**src/rtl/exec_pkg.sv**
```systemverilog
// rtl/exec_pkg.sv - shared widths, opcodes and FSM encoding for the execute stage
package exec_pkg;
   localparam int D_SIZE  = 32;
   localparam int OP_SIZE = 4;
   localparam int RA_SIZE = 5;

   localparam logic [3:0] OP_ADD  = 4'd0;
   localparam logic [3:0] OP_SUB  = 4'd1;
   localparam logic [3:0] OP_AND  = 4'd2;
   localparam logic [3:0] OP_OR   = 4'd3;
   localparam logic [3:0] OP_XOR  = 4'd4;
   localparam logic [3:0] OP_SLT  = 4'd5;
   localparam logic [3:0] OP_SLL  = 4'd6;
   localparam logic [3:0] OP_SRL  = 4'd7;
   localparam logic [3:0] OP_SRA  = 4'd8;
   localparam logic [3:0] OP_MUL  = 4'd9;
   localparam logic [3:0] OP_DIVU = 4'd10;
   localparam logic [3:0] OP_REMU = 4'd11;

   localparam logic [1:0] ST_IDLE = 2'd0;
   localparam logic [1:0] ST_MUL  = 2'd1;
   localparam logic [1:0] ST_DIV  = 2'd2;
endpackage

```
**src/rtl/exec_if.sv**
```systemverilog
// rtl/exec_if.sv - operation/result handshake bundle between register file, execute and writeback
interface exec_if #(
   parameter int d_size  = exec_pkg::D_SIZE,
   parameter int op_size = exec_pkg::OP_SIZE,
   parameter int ra_size = exec_pkg::RA_SIZE
);
   logic               in_valid;
   logic               in_ready;
   logic [d_size-1:0]  ex_in1;
   logic [d_size-1:0]  ex_in2;
   logic [op_size-1:0] ex_op;
   logic [ra_size-1:0] ex_dest;
   logic               out_valid;
   logic               out_ready;
   logic [d_size-1:0]  ex_result;
   logic [ra_size-1:0] ex_dest_out;
   logic               ex_zero;
   logic               ex_illegal;
   logic               busy;

   modport master (
      output in_valid, ex_in1, ex_in2, ex_op, ex_dest, out_ready,
      input  in_ready, out_valid, ex_result, ex_dest_out, ex_zero, ex_illegal, busy
   );
   modport slave (
      input  in_valid, ex_in1, ex_in2, ex_op, ex_dest, out_ready,
      output in_ready, out_valid, ex_result, ex_dest_out, ex_zero, ex_illegal, busy
   );
endinterface

```
**src/rtl/exec_iter_muldiv.sv**
```systemverilog
// rtl/exec_iter_muldiv.sv - one-bit-per-cycle shift-add multiplier and restoring divider
// Divider datapath only exists when EXEC_DIV_EN is defined.
module exec_iter_muldiv
   import exec_pkg::*;
#(
   parameter int d_size = D_SIZE
) (
   input  logic              clk,
   input  logic              rst,
   input  logic              start,
`ifdef EXEC_DIV_EN
   input  logic              div_mode,
   input  logic              rem_mode,
`endif
   input  logic [d_size-1:0] op_a,
   input  logic [d_size-1:0] op_b,
   output logic              done,
   output logic [d_size-1:0] result
);
   localparam int CW = $clog2(d_size) + 1;

   logic [CW-1:0]     cnt;
   logic [d_size-1:0] acc, sreg, breg;
   logic [d_size-1:0] acc_n, sreg_n, breg_n;
`ifdef EXEC_DIV_EN
   logic              div_q, rem_q;
   logic [d_size:0]   trial;
   logic              ge;
`endif

   // acc: product or partial remainder; sreg: multiplier or dividend/quotient; breg: multiplicand or divisor
   always_comb begin
      acc_n  = acc + (sreg[0] ? breg : '0);
      sreg_n = sreg >> 1;
      breg_n = breg << 1;
      result = acc_n;
`ifdef EXEC_DIV_EN
      trial = {acc, sreg[d_size-1]};
      ge    = trial >= {1'b0, breg};
      if (div_q) begin
         acc_n  = ge ? d_size'(trial - {1'b0, breg}) : trial[d_size-1:0];
         sreg_n = {sreg[d_size-2:0], ge};
         breg_n = breg;
         result = rem_q ? acc_n : sreg_n;
      end
`endif
   end

   assign done = (cnt == CW'(1));

   always_ff @(posedge clk or negedge rst) begin
      if (!rst) begin
         cnt  <= '0;
         acc  <= '0;
         sreg <= '0;
         breg <= '0;
`ifdef EXEC_DIV_EN
         div_q <= 1'b0;
         rem_q <= 1'b0;
`endif
      end else if (start) begin
         cnt <= CW'(d_size);
         acc <= '0;
`ifdef EXEC_DIV_EN
         div_q <= div_mode;
         rem_q <= rem_mode;
         sreg  <= div_mode ? op_a : op_b;
         breg  <= div_mode ? op_b : op_a;
`else
         sreg <= op_b;
         breg <= op_a;
`endif
      end else if (cnt != '0) begin
         cnt  <= cnt - CW'(1);
         acc  <= acc_n;
         sreg <= sreg_n;
         breg <= breg_n;
      end
   end
endmodule

```
**src/rtl/exec_unit.sv**
```systemverilog
// rtl/exec_unit.sv - execute stage: inline single-cycle ALU plus iterative MUL/DIVU/REMU
// EXEC_DIV_EN builds the DIV state; otherwise DIVU/REMU decode as illegal.
module exec_unit
   import exec_pkg::*;
#(
   parameter int d_size  = D_SIZE,
   parameter int op_size = OP_SIZE,
   parameter int ra_size = RA_SIZE
) (
   input logic   clk,
   input logic   rst,
   exec_if.slave bus
);
   logic [1:0]         state;
   logic [ra_size-1:0] dest_l;
   logic               accept, is_mul, is_iter;
   logic [1:0]         iter_state;
   logic [d_size-1:0]  alu_res, iter_res;
   logic               alu_ill, iter_done;
   logic [4:0]         sh;

   assign bus.in_ready = (state == ST_IDLE) && (!bus.out_valid || bus.out_ready);
   assign accept       = bus.in_valid && bus.in_ready;
   assign bus.busy     = (state != ST_IDLE);
   assign bus.ex_zero  = (bus.ex_result == '0);
   assign is_mul       = (bus.ex_op == OP_MUL);
   assign sh           = bus.ex_in2[4:0];

`ifdef EXEC_DIV_EN
   logic is_div;
   assign is_div     = (bus.ex_op == OP_DIVU) || (bus.ex_op == OP_REMU);
   assign is_iter    = is_mul || is_div;
   assign iter_state = is_mul ? ST_MUL : ST_DIV;
`else
   assign is_iter    = is_mul;
   assign iter_state = ST_MUL;
`endif

   // Iterative opcodes fall into the default arm too, but their ALU result is never used
   always_comb begin
      alu_res = '0;
      alu_ill = 1'b0;
      case (bus.ex_op)
         OP_ADD:  alu_res = bus.ex_in1 + bus.ex_in2;
         OP_SUB:  alu_res = bus.ex_in1 - bus.ex_in2;
         OP_AND:  alu_res = bus.ex_in1 & bus.ex_in2;
         OP_OR:   alu_res = bus.ex_in1 | bus.ex_in2;
         OP_XOR:  alu_res = bus.ex_in1 ^ bus.ex_in2;
         OP_SLT:  alu_res = d_size'($signed(bus.ex_in1) < $signed(bus.ex_in2));
         OP_SLL:  alu_res = bus.ex_in1 << sh;
         OP_SRL:  alu_res = bus.ex_in1 >> sh;
         OP_SRA:  alu_res = $unsigned($signed(bus.ex_in1) >>> sh);
         default: alu_ill = 1'b1;
      endcase
   end

   exec_iter_muldiv #(.d_size(d_size)) u_iter (
      .clk      (clk),
      .rst      (rst),
      .start    (accept && is_iter),
`ifdef EXEC_DIV_EN
      .div_mode (is_div),
      .rem_mode (bus.ex_op == OP_REMU),
`endif
      .op_a     (bus.ex_in1),
      .op_b     (bus.ex_in2),
      .done     (iter_done),
      .result   (iter_res)
   );

   always_ff @(posedge clk or negedge rst) begin
      if (!rst) begin
         state           <= ST_IDLE;
         dest_l          <= '0;
         bus.out_valid   <= 1'b0;
         bus.ex_result   <= '0;
         bus.ex_dest_out <= '0;
         bus.ex_illegal  <= 1'b0;
      end else begin
         if (bus.out_valid && bus.out_ready)
            bus.out_valid <= 1'b0;
         if (accept) begin
            if (is_iter) begin
               state  <= iter_state;
               dest_l <= bus.ex_dest;
            end else begin
               bus.out_valid   <= 1'b1;
               bus.ex_result   <= alu_res;
               bus.ex_dest_out <= bus.ex_dest;
               bus.ex_illegal  <= alu_ill;
            end
         end
         // Slot was emptied at acceptance, so completion never collides with a held result
         if (state != ST_IDLE && iter_done) begin
            state           <= ST_IDLE;
            bus.out_valid   <= 1'b1;
            bus.ex_result   <= iter_res;
            bus.ex_dest_out <= dest_l;
            bus.ex_illegal  <= 1'b0;
         end
      end
   end
endmodule

```
**src/flat_wrapper.sv**
```systemverilog
// flat-port wrapper written by rule: the top's interface ports become plain ports
module exec_unit_flat import exec_pkg::*;
#(
   parameter int d_size  = D_SIZE,
   parameter int op_size = OP_SIZE,
   parameter int ra_size = RA_SIZE
)
  (clk, rst, bus_in_valid, bus_ex_in1, bus_ex_in2, bus_ex_op, bus_ex_dest, bus_out_ready, bus_in_ready, bus_out_valid, bus_ex_result, bus_ex_dest_out, bus_ex_zero, bus_ex_illegal, bus_busy);
  exec_if #(.d_size(d_size), .op_size(op_size), .ra_size(ra_size)) bus_i ();
  input logic clk;
  input logic rst;
  input wire logic [$bits(bus_i.in_valid)-1:0] bus_in_valid;
  input wire logic [$bits(bus_i.ex_in1)-1:0] bus_ex_in1;
  input wire logic [$bits(bus_i.ex_in2)-1:0] bus_ex_in2;
  input wire logic [$bits(bus_i.ex_op)-1:0] bus_ex_op;
  input wire logic [$bits(bus_i.ex_dest)-1:0] bus_ex_dest;
  input wire logic [$bits(bus_i.out_ready)-1:0] bus_out_ready;
  output wire logic [$bits(bus_i.in_ready)-1:0] bus_in_ready;
  output wire logic [$bits(bus_i.out_valid)-1:0] bus_out_valid;
  output wire logic [$bits(bus_i.ex_result)-1:0] bus_ex_result;
  output wire logic [$bits(bus_i.ex_dest_out)-1:0] bus_ex_dest_out;
  output wire logic [$bits(bus_i.ex_zero)-1:0] bus_ex_zero;
  output wire logic [$bits(bus_i.ex_illegal)-1:0] bus_ex_illegal;
  output wire logic [$bits(bus_i.busy)-1:0] bus_busy;
  assign bus_i.in_valid = bus_in_valid;
  assign bus_i.ex_in1 = bus_ex_in1;
  assign bus_i.ex_in2 = bus_ex_in2;
  assign bus_i.ex_op = bus_ex_op;
  assign bus_i.ex_dest = bus_ex_dest;
  assign bus_i.out_ready = bus_out_ready;
  assign bus_in_ready = bus_i.in_ready;
  assign bus_out_valid = bus_i.out_valid;
  assign bus_ex_result = bus_i.ex_result;
  assign bus_ex_dest_out = bus_i.ex_dest_out;
  assign bus_ex_zero = bus_i.ex_zero;
  assign bus_ex_illegal = bus_i.ex_illegal;
  assign bus_busy = bus_i.busy;
  exec_unit #(.d_size(d_size), .op_size(op_size), .ra_size(ra_size)) u_core (.clk(clk), .rst(rst), .bus(bus_i));
endmodule
```
**config.mk**
```make
export PLATFORM = sky130hd
export DESIGN_NAME = exec_unit_flat
export DESIGN_NICKNAME = d
export VERILOG_FILES = /design/src/rtl/exec_pkg.sv /design/src/rtl/exec_if.sv /design/src/rtl/exec_iter_muldiv.sv /design/src/rtl/exec_unit.sv /design/src/flat_wrapper.sv
export SDC_FILE = /design/constraint.sdc
export NUM_CORES = 1
export LEC_CHECK = 0
export BUFFER_PORTS_ARGS = -buffer_cell sky130_fd_sc_hd__buf_2
export CAP_MARGIN = 10
export CORE_MARGIN = 2
export CORE_UTILIZATION = 40
export CTS_CLUSTER_SIZE = 20
export DETAILED_ROUTE_END_ITERATION = 8
export MAX_ROUTING_LAYER = met4
export PLACE_DENSITY_LB_ADDON = 0.12
export REMOVE_ABC_BUFFERS = 1
export SYNTH_ARGS = -nofsm -noshare
export SYNTH_HDL_FRONTEND = slang
export SYNTH_SLANG_ARGS = --single-unit
```
**constraint.sdc**
```tcl
create_clock -name clk -period 3.45 [get_ports clk]
set_input_delay 0.345 -clock clk [delete_from_list [all_inputs] [get_ports clk]]
set_output_delay 0.345 -clock clk [all_outputs]
set_load 0.05 [all_outputs]
```
==> impl_results.md, run 1 <==
- Status: finished with violations
- Failing checks: setup timing
- Compound-gate portion of the synthesized area: 30.2%
- Clock skew: 0.0214 ns
- Async SR Flop Fraction: 100%
- Grt total ovfl: 0
- Area Overhead vs Synth: 27.3%
- Fin cells: 3106
- Critical Path End Type: register
- Global-route wire length before repair: 114000 um
- Min-Delay Startpoint: bus_out_ready
- Met1 global-route usage: 50.7%
- Setup Viol. Count Final: 4
- Clock buffer depth: 2
- Met2 Use GR: 55.6%
- Worst Setup SP: u_core.u_iter.sreg[0]
- Data arrival time of the worst path: 4.06 ns
- Mean post-synth cell area: 7.37 um^2
- Overall power: 11900 uW
- Grt met3 use: 6.34%
- NumNets Final: 2776
- RSZ-0062 raised after global routing: yes
- DR iter-0 viols: 1917
- Post-synth cell types: 79
- Sequential area share after synthesis: 22.5%
- Startpoint Class: register
- Total Wirelength: 77100 um
- Largest family of logic cells by synthesized area: compound AO/OA/AOI/OAI gates
- Post-route setup slack: -0.265 ns
- #FFs+latches synth: 147
- Detail Placement HPWL: 58800 um
- Fmax: 0.269 GHz
- Chip height: 206 um
- Worst r2r src: u_core.u_iter.sreg[0]
- FP Rows: 73
- Peak supply drop: 344 uV
- Clock Sinks: 147
- Pin count of the biggest net entering global routing: 98
- Synth warn: 0
- First drt pass iteration count: 8
- Util after Layout: 51.9%
- Hold crit path type: input port to register
- Maxcap violations: 0
- Post-Synth Adder-Cell Area: 10.3%
- Ys flop type: dfrtp_1
- Total track usage: 37.2%
- Final Max Slew Viols: 0
- EDFF count, synth: 0
- I/O pin cnt: 119
- Pwr/cell area: 575 nW/um^2
- Initial antenna violation count: 2
- CTS tree: yes
- Slew HR: 24.1%
- Vias in the first global route: 18000
- Share of cells above drive strength 1: 24.4%
- Grt peak-use layer: met2
- Period utilisation layout: 108%
- Post-synthesis simple-gate area fraction: 20.4%
- # port buffers: 118
- Setup tns final: -0.420 ns
- Kind of critical path: register to register
- Clk slew on worst S/H paths: 0.07 ns
- Final hold vios: 0
- Multiplexer share of the synthesized area: 8.04%
- Starting Density: 40.8%
- H-tree depth: 4
- CTS Buf Count: 17
- CTS root buffer: clkbuf_16
- Core box area: 40000 um^2
- Post-DRT Antenna Nets: 0
- Wire per inst: 24.8 um
- Vias per cell: 6.12
- WP data required: 3.80 ns
- Mapped Cells: 2215
- RePlAce Congestion: 1.00
- Vias: 19000
- Leak: 0.00980 uW
- Clock latency on the worst-skew pair: 0.50 ns
- DRC Markers: 0
- Placed instance count: 3056
- Minimum clock period: 3.72 ns
- Crit Path Max Fanout: 7
- Synth Area in XOR/XNOR: 2.20%
- Worst slew pin tran: 1.13 ns
- Mapped Area: 16300 um^2
- Total Die Area: 42400 um^2
- Chip width: 206 um
critical path: stages, from the launching register on:
cell       delay, ns
dfrtp_1         0.41
buf_6           0.15
and2_1          0.16
ha_4            0.29
and4_4          0.24
nand4_1         0.22
a2111oi_2       0.41
buf_4           0.21
o31ai_4         0.07
o21ai_2         0.19
a31oi_2         0.15
a31oi_1         0.26
xor2_1          0.31
xor2_1          0.35
o22ai_1         0.14
synth_stat cells, types with 32 or more instances:
library cell    n  area (um^2)
a21o_1         34          255
a21oi_1       198          991
a31oi_1        87          544
and2_1         37          231
clkbuf_1      125          469
dfrtp_1       147         3680
ha_1          130         1630
inv_1         105          394
mux2i_1        68          681
nand2_1       338         1270
nand3_1        32          160
nor2_1        232          871
nor3_1         34          170
o21ai_0       134          671
through the flow:
stage | instance area [um^2] | setup WS, ns | hold slack, ns
6_report | 20800 | -0.265 | 0.0585
5_1_grt | 20800 | -0.373 | 0.0448
4_1_cts | 20600 | -0.104 | 0.0324
3_5_place_dp | 19800 | -0.268 | 0.311
3_3_place_gp | 19800 | -0.268 | 0.307
2_1_floorplan | 15700 | -2.79 | 0.0494
placed cells by master, fill, tap and decap left out, drive strengths merged, types with 13 or more instances in the layout:
| master | count |
|---|---|
| o31ai | 16 |
| nor2 | 232 |
| a21oi | 198 |
| nor3 | 34 |
| a31oi | 88 |
| clkbuf | 20 |
| mux4 | 19 |
| a211oi | 25 |
| ha | 130 |
| nor4 | 19 |
| buf | 491 |
| o211ai | 32 |
| a21o | 34 |
| xor2 | 14 |
| xnor2 | 27 |
| nand2b | 16 |
| mux2i | 68 |
| nand3 | 32 |
| o22ai | 16 |
| a221oi | 27 |
| o21bai | 21 |
| a221o | 17 |
| mux2 | 18 |
| o221ai | 13 |
| dfrtp | 147 |
| nand2 | 338 |
| inv | 112 |
| nor2b | 13 |
| and3 | 14 |
| o21ai | 161 |
| a22oi | 24 |
| and2 | 37 |
layer usage:
metal / vias up / wire [um]
met2: 884 / 33700
met5: - / 0
met1: 9233 / 34800
met4: 0 / 2620
li1: 8741 / -
met3: 145 / 6020
path summary, 6_finish.rpt:
kind | endpoint | slack (ns) | depth (start not counted)
setup / recovery | u_core.bus.ex_result[31] | -0.27 | 14
hold / removal | u_core.bus.out_valid | 0.06 | 2
setup reg to reg | u_core.bus.ex_result[31] | -0.27 | 14
hold reg to reg | u_core.dest_l[1] | 0.48 | 2
max in group asynchronous | u_core.u_iter.sreg[12] | 2.24 | 3
min in group asynchronous | u_core.u_iter.sreg[6] | 0.33 | 2
cells by family (layout without fill, tap and decap cells):
kind of cell,Yosys count,count (layout)
AND/OR/NAND/NOR,769,769
AO/OA/AOI/OAI,753,753
buffers and inverters,267,631
flip-flops,147,147
adder cells (fa/ha/maj),133,133
multiplexers,105,105
XOR/XNOR,41,41
other,0,2
report_power, final:
group          internal (uW)  switching [uW]
Sequential              2480             631
Clock                   1020             858
Combinational           2720            4230
Total                   6220            5720
state kept, by name, indices dropped and copies added, names as in the netlist:
signal / cells
u_core.bus.out_valid: 1
u_core.bus.ex_result: 32
u_core.state: 1
u_core.dest_l: 5
u_core.u_iter.breg: 32
u_core.u_iter.acc: 32
u_core.u_iter.cnt: 6
u_core.bus.ex_illegal: 1
u_core.u_iter.sreg: 32
u_core.bus.ex_dest_out: 5
layout make-up:
| class | instances | area (um^2) |
|---|---|---|
| antenna | 2 | 5.00 |
| clock buffer | 20 | 447 |
| clock inverter | 12 | 120 |
| fill | 4029 | 19200 |
| inverter | 107 | 402 |
| multi-input combinational | 1801 | 11900 |
| sequential | 147 | 3680 |
| tap | 525 | 657 |
| timing repair buffer | 492 | 3520 |
timing repair:
item | CTS | global route
hold endpoints to repair | 37 | 0
buffers inserted | 10 | 7
hold buffers | 1 | 0
setup endpoints to repair | 10 | 18
pin swaps | 19 | 26
cloned | 0 | 0
resized for setup | 22 | 31
No activity file was read; power rests on OpenSTA's default activity.
==> inputs of run 2 (changes only) <==
REMOVE_ABC_BUFFERS = default   (was 1)
==> run 2 against run 1 <==
Net effect:
- the run still ends with setup timing left
- flip-flop and latch count unchanged
- power rose by 3.6%
- hold slack got worse by 0.0032 ns
- utilization up 0.87 points
- non-clock buffer count is 17 higher
- critical path type unchanged
- largest power group unchanged
==> impl_results.md, run 2 (synthesized netlist as in run 1, its figures left out) <==
- Status: finished with violations (unchanged)
- Failing checks: setup timing (unchanged)
- Kind of critical path: register to register (unchanged)
- Setup tns final: -0.509 ns (was -0.420 ns)
- Path depth of the worst reg2reg path: 16 (was 14)
- Bufs and invs on worst path: 4 (was 2)
- Syn_nets: 2425
- Hold crit path type: input port to register (unchanged)
- Vias per cell: 6.16 (was 6.12)
- Area Overhead vs Synth: 29.4% (was 27.3%)
- First drt pass iteration count: 6 (was 8)
- Clk slew on worst S/H paths: 0.07 ns (about the same)
- Detail Placement HPWL: 63200 um (was 58800 um)
- Startpoint Class: register (unchanged)
- Setup Viol. Count Final: 6 (was 4)
- Final hold vios: 0 (unchanged)
- Total Wirelength: 82100 um (was 77100 um)
- Share of cells above drive strength 1: 25.5% (was 24.4%)
- Vias in the first global route: 18400 (was 18000)
- RePlAce Congestion: 1.04 (was 1.00)
- # port buffers: 118 (unchanged)
- Grt total ovfl: 0 (unchanged)
- I/O pin cnt: 119 (unchanged)
- Core box area: 40000 um^2 (unchanged)
- Total track usage: 39.4% (was 37.2%)
- Minimum clock period: 3.59 ns (was 3.72 ns)
- Period utilisation layout: 104% (was 108%)
- CP Capture Point: u_core.bus.ex_result[31] (unchanged)
- Layout filler cell count: 3917 (was 4029)
- Post-route setup slack: -0.144 ns (was -0.265 ns)
- Worst r2r src: u_core.u_iter.sreg[0] (unchanged)
- Worst slew pin tran: 0.882 ns (was 1.13 ns)
- CP top delay family: compound AO/OA/AOI/OAI gates (unchanged)
- Clock latency on the worst-skew pair: 0.49 ns (was 0.50 ns)
- Sw power: 5910 uW (was 5720 uW)
- NumNets Final: 2793 (was 2776)
- Clock power share: 15.9% (was 15.7%)
- Register area: 3680 um^2 (unchanged)
- Slew HR: 40.9% (was 24.1%)
- Fin cells: 3123 (was 3106)
- Fmax: 0.278 GHz (was 0.269 GHz)
- Net switching share of the total power: 47.8% (was 47.9%)
- Data arrival time of the worst path: 3.96 ns (was 4.06 ns)
- DR iter-0 viols: 2117 (was 1917)
- Area occupied by multi-input gates: 12100 um^2 (was 11900 um^2)
- Clock skew: 0.00820 ns (was 0.0214 ns)
- WP data required: 3.81 ns (was 3.80 ns)
- Worst reg2reg setup slack: -0.14 ns (was -0.27 ns)
- CTS Buf Count: 17 (unchanged)
- Chip height: 206 um (unchanged)
- Leak: 0.00992 uW (was 0.00980 uW)
- Vias: 19200 (was 19000)
- Flop pwr share: 25.5% (was 26.0%)
- Post-DRT Antenna Nets: 0 (unchanged)
- Critical Path End Type: register (unchanged)
- Wire per inst: 26.3 um (was 24.8 um)
- Clock Sinks: 147 (unchanged)
- Clock buffer depth: 2 (unchanged)
- Initial antenna violation count: 3 (was 2)
- Final Max Slew Viols: 0 (unchanged)
- Largest stage delay, worst path: 0.45 ns (was 0.41 ns)
- Placed instance count: 3065 (was 3056)
- Combinational group share of total power: 58.5% (was 58.2%)
- RSZ-0062 raised after global routing: yes (unchanged)
- Peak supply drop: 391 uV (was 344 uV)
- Pin count of the biggest net entering global routing: 98 (unchanged)
- Most frequent cells in the layout: 374 x buf_4, 336 x nand2_1, 231 x nor2_1 (was 363 x buf_4, 337 x nand2_1, 230 x nor2_1)
- H-tree depth: 4 (unchanged)
- CP max-delay cell: a2111oi_4 (was dfrtp_1)
- Chip width: 206 um (unchanged)
- Worst Setup SP: u_core.u_iter.sreg[0] (unchanged)
- CTS root buffer: clkbuf_16 (unchanged)
- DRC Markers: 0 (unchanged)
- Number of cells on the critical path: 16 (was 14)
- CTS tree: yes (unchanged)
- Post-place setup slack: -0.276 ns (was -0.268 ns)
- Internal cell power: 6460 uW (was 6220 uW)
- Commonest non-fill, non-tap cell in the layout: buf_4 (unchanged)
- Crit Path Max Fanout: 7 (unchanged)
- Critical path cell sequence: buf_12 -> buf_8 -> and2_4 -> ha_4 -> buf_6 -> and3_4 -> nand4_1 -> a2111oi_4 -> buf_4 -> o31ai_4 -> o21ai_2 -> a31oi_2 -> a31oi_2 -> xor2_2 -> xor2_2 -> o22ai_1 (was buf_6 -> and2_1 -> ha_4 -> and4_4 -> nand4_1 -> a2111oi_2 -> buf_4 -> o31ai_4 -> o21ai_2 -> a31oi_2 -> a31oi_1 -> xor2_1 -> xor2_1 -> o22ai_1)
- Starting Density: 40.8% (unchanged)
- Total Die Area: 42400 um^2 (unchanged)
- Overall power: 12400 uW (was 11900 uW)
- Global-route wire length before repair: 119000 um (was 114000 um)
- Worst R2R End: u_core.bus.ex_result[31] (unchanged)
- Worst hold slack: 0.0553 ns (was 0.0585 ns)
- FP Rows: 73 (unchanged)
- Maxcap violations: 0 (unchanged)
- Pwr/cell area: 586 nW/um^2 (was 575 nW/um^2)
==> run 2: stage by stage <==
stage | util (%) | area (um^2)
2_1_floorplan | - | 16300
3_3_place_gp | 49.6 | 19800
3_5_place_dp | 49.6 | 19800
4_1_cts | 52.0 | 20800
5_1_grt | 52.8 | 21100
6_report | 52.8 | 21100
==> run 2: what timing repair did <==
action,4_1_cts,5_1_grt
buffers inserted,12,13
hold endpoints to repair,69,0
pin swaps,33,23
endpoints found under the setup margin,9,16
hold buffers,1,0
resized for setup,50,36
==> run 2: worst min path at each step <==
stage | end | cells past startpoint | startpoint | slack [ns]
global route | u_core.dest_l[3] | 3 | bus_ex_dest[3] | 0.07
detailed placement | u_core.u_iter.cnt[4] | 1 | rst | 0.42
floorplan | u_core.bus.ex_dest_out[0] | 0 | rst | 0.05
global placement | u_core.u_iter.cnt[4] | 1 | rst | 0.43
finish | u_core.dest_l[3] | 3 | bus_ex_dest[3] | 0.06
CTS | u_core.dest_l[3] | 3 | bus_ex_dest[3] | 0.03
==> run 2: worst min-delay path: stages <==
cell and delay (ns):
buf_2 0.09, nand2_1 0.04, nand2_1 0.05
==> run 2: area by class of cell <==
cell class | instances | share of cell area (%)
Timing Repair Buffer | 509 | 17.4
Sequential cell | 147 | 17.4
Multi-Input combinational cell | 1801 | 57.3
Clock inverter | 12 | 0.693
Inverter | 107 | 1.91
Tap cell | 525 | 3.11
Antenna cell | 3 | 0.0356
Clock buffer | 19 | 2.10
==> run 2: power by group through the flow <==
stage,sequential [uW],combinational [uW],clock (uW)
global route,3240,7780,2060
detailed placement,3110,6510,0
CTS,3120,6840,2000
floorplan,3590,3500,0
global placement,3090,6450,0
finish,3160,7240,1970
==> run 2: per-layer routing <==
metal / wire [um] / part of all wire (%) / vias to the layer above / global-route usage (%)
li1: - / - / 8764 / -
met1: 34700 / 42 / 9424 / 50.3
met2: 36400 / 44 / 898 / 59.6
met3: 7260 / 8.8 / 151 / 9.13
met4: 3770 / 4.6 / 0 / 17.3
met5: 0 / 0 / - / -
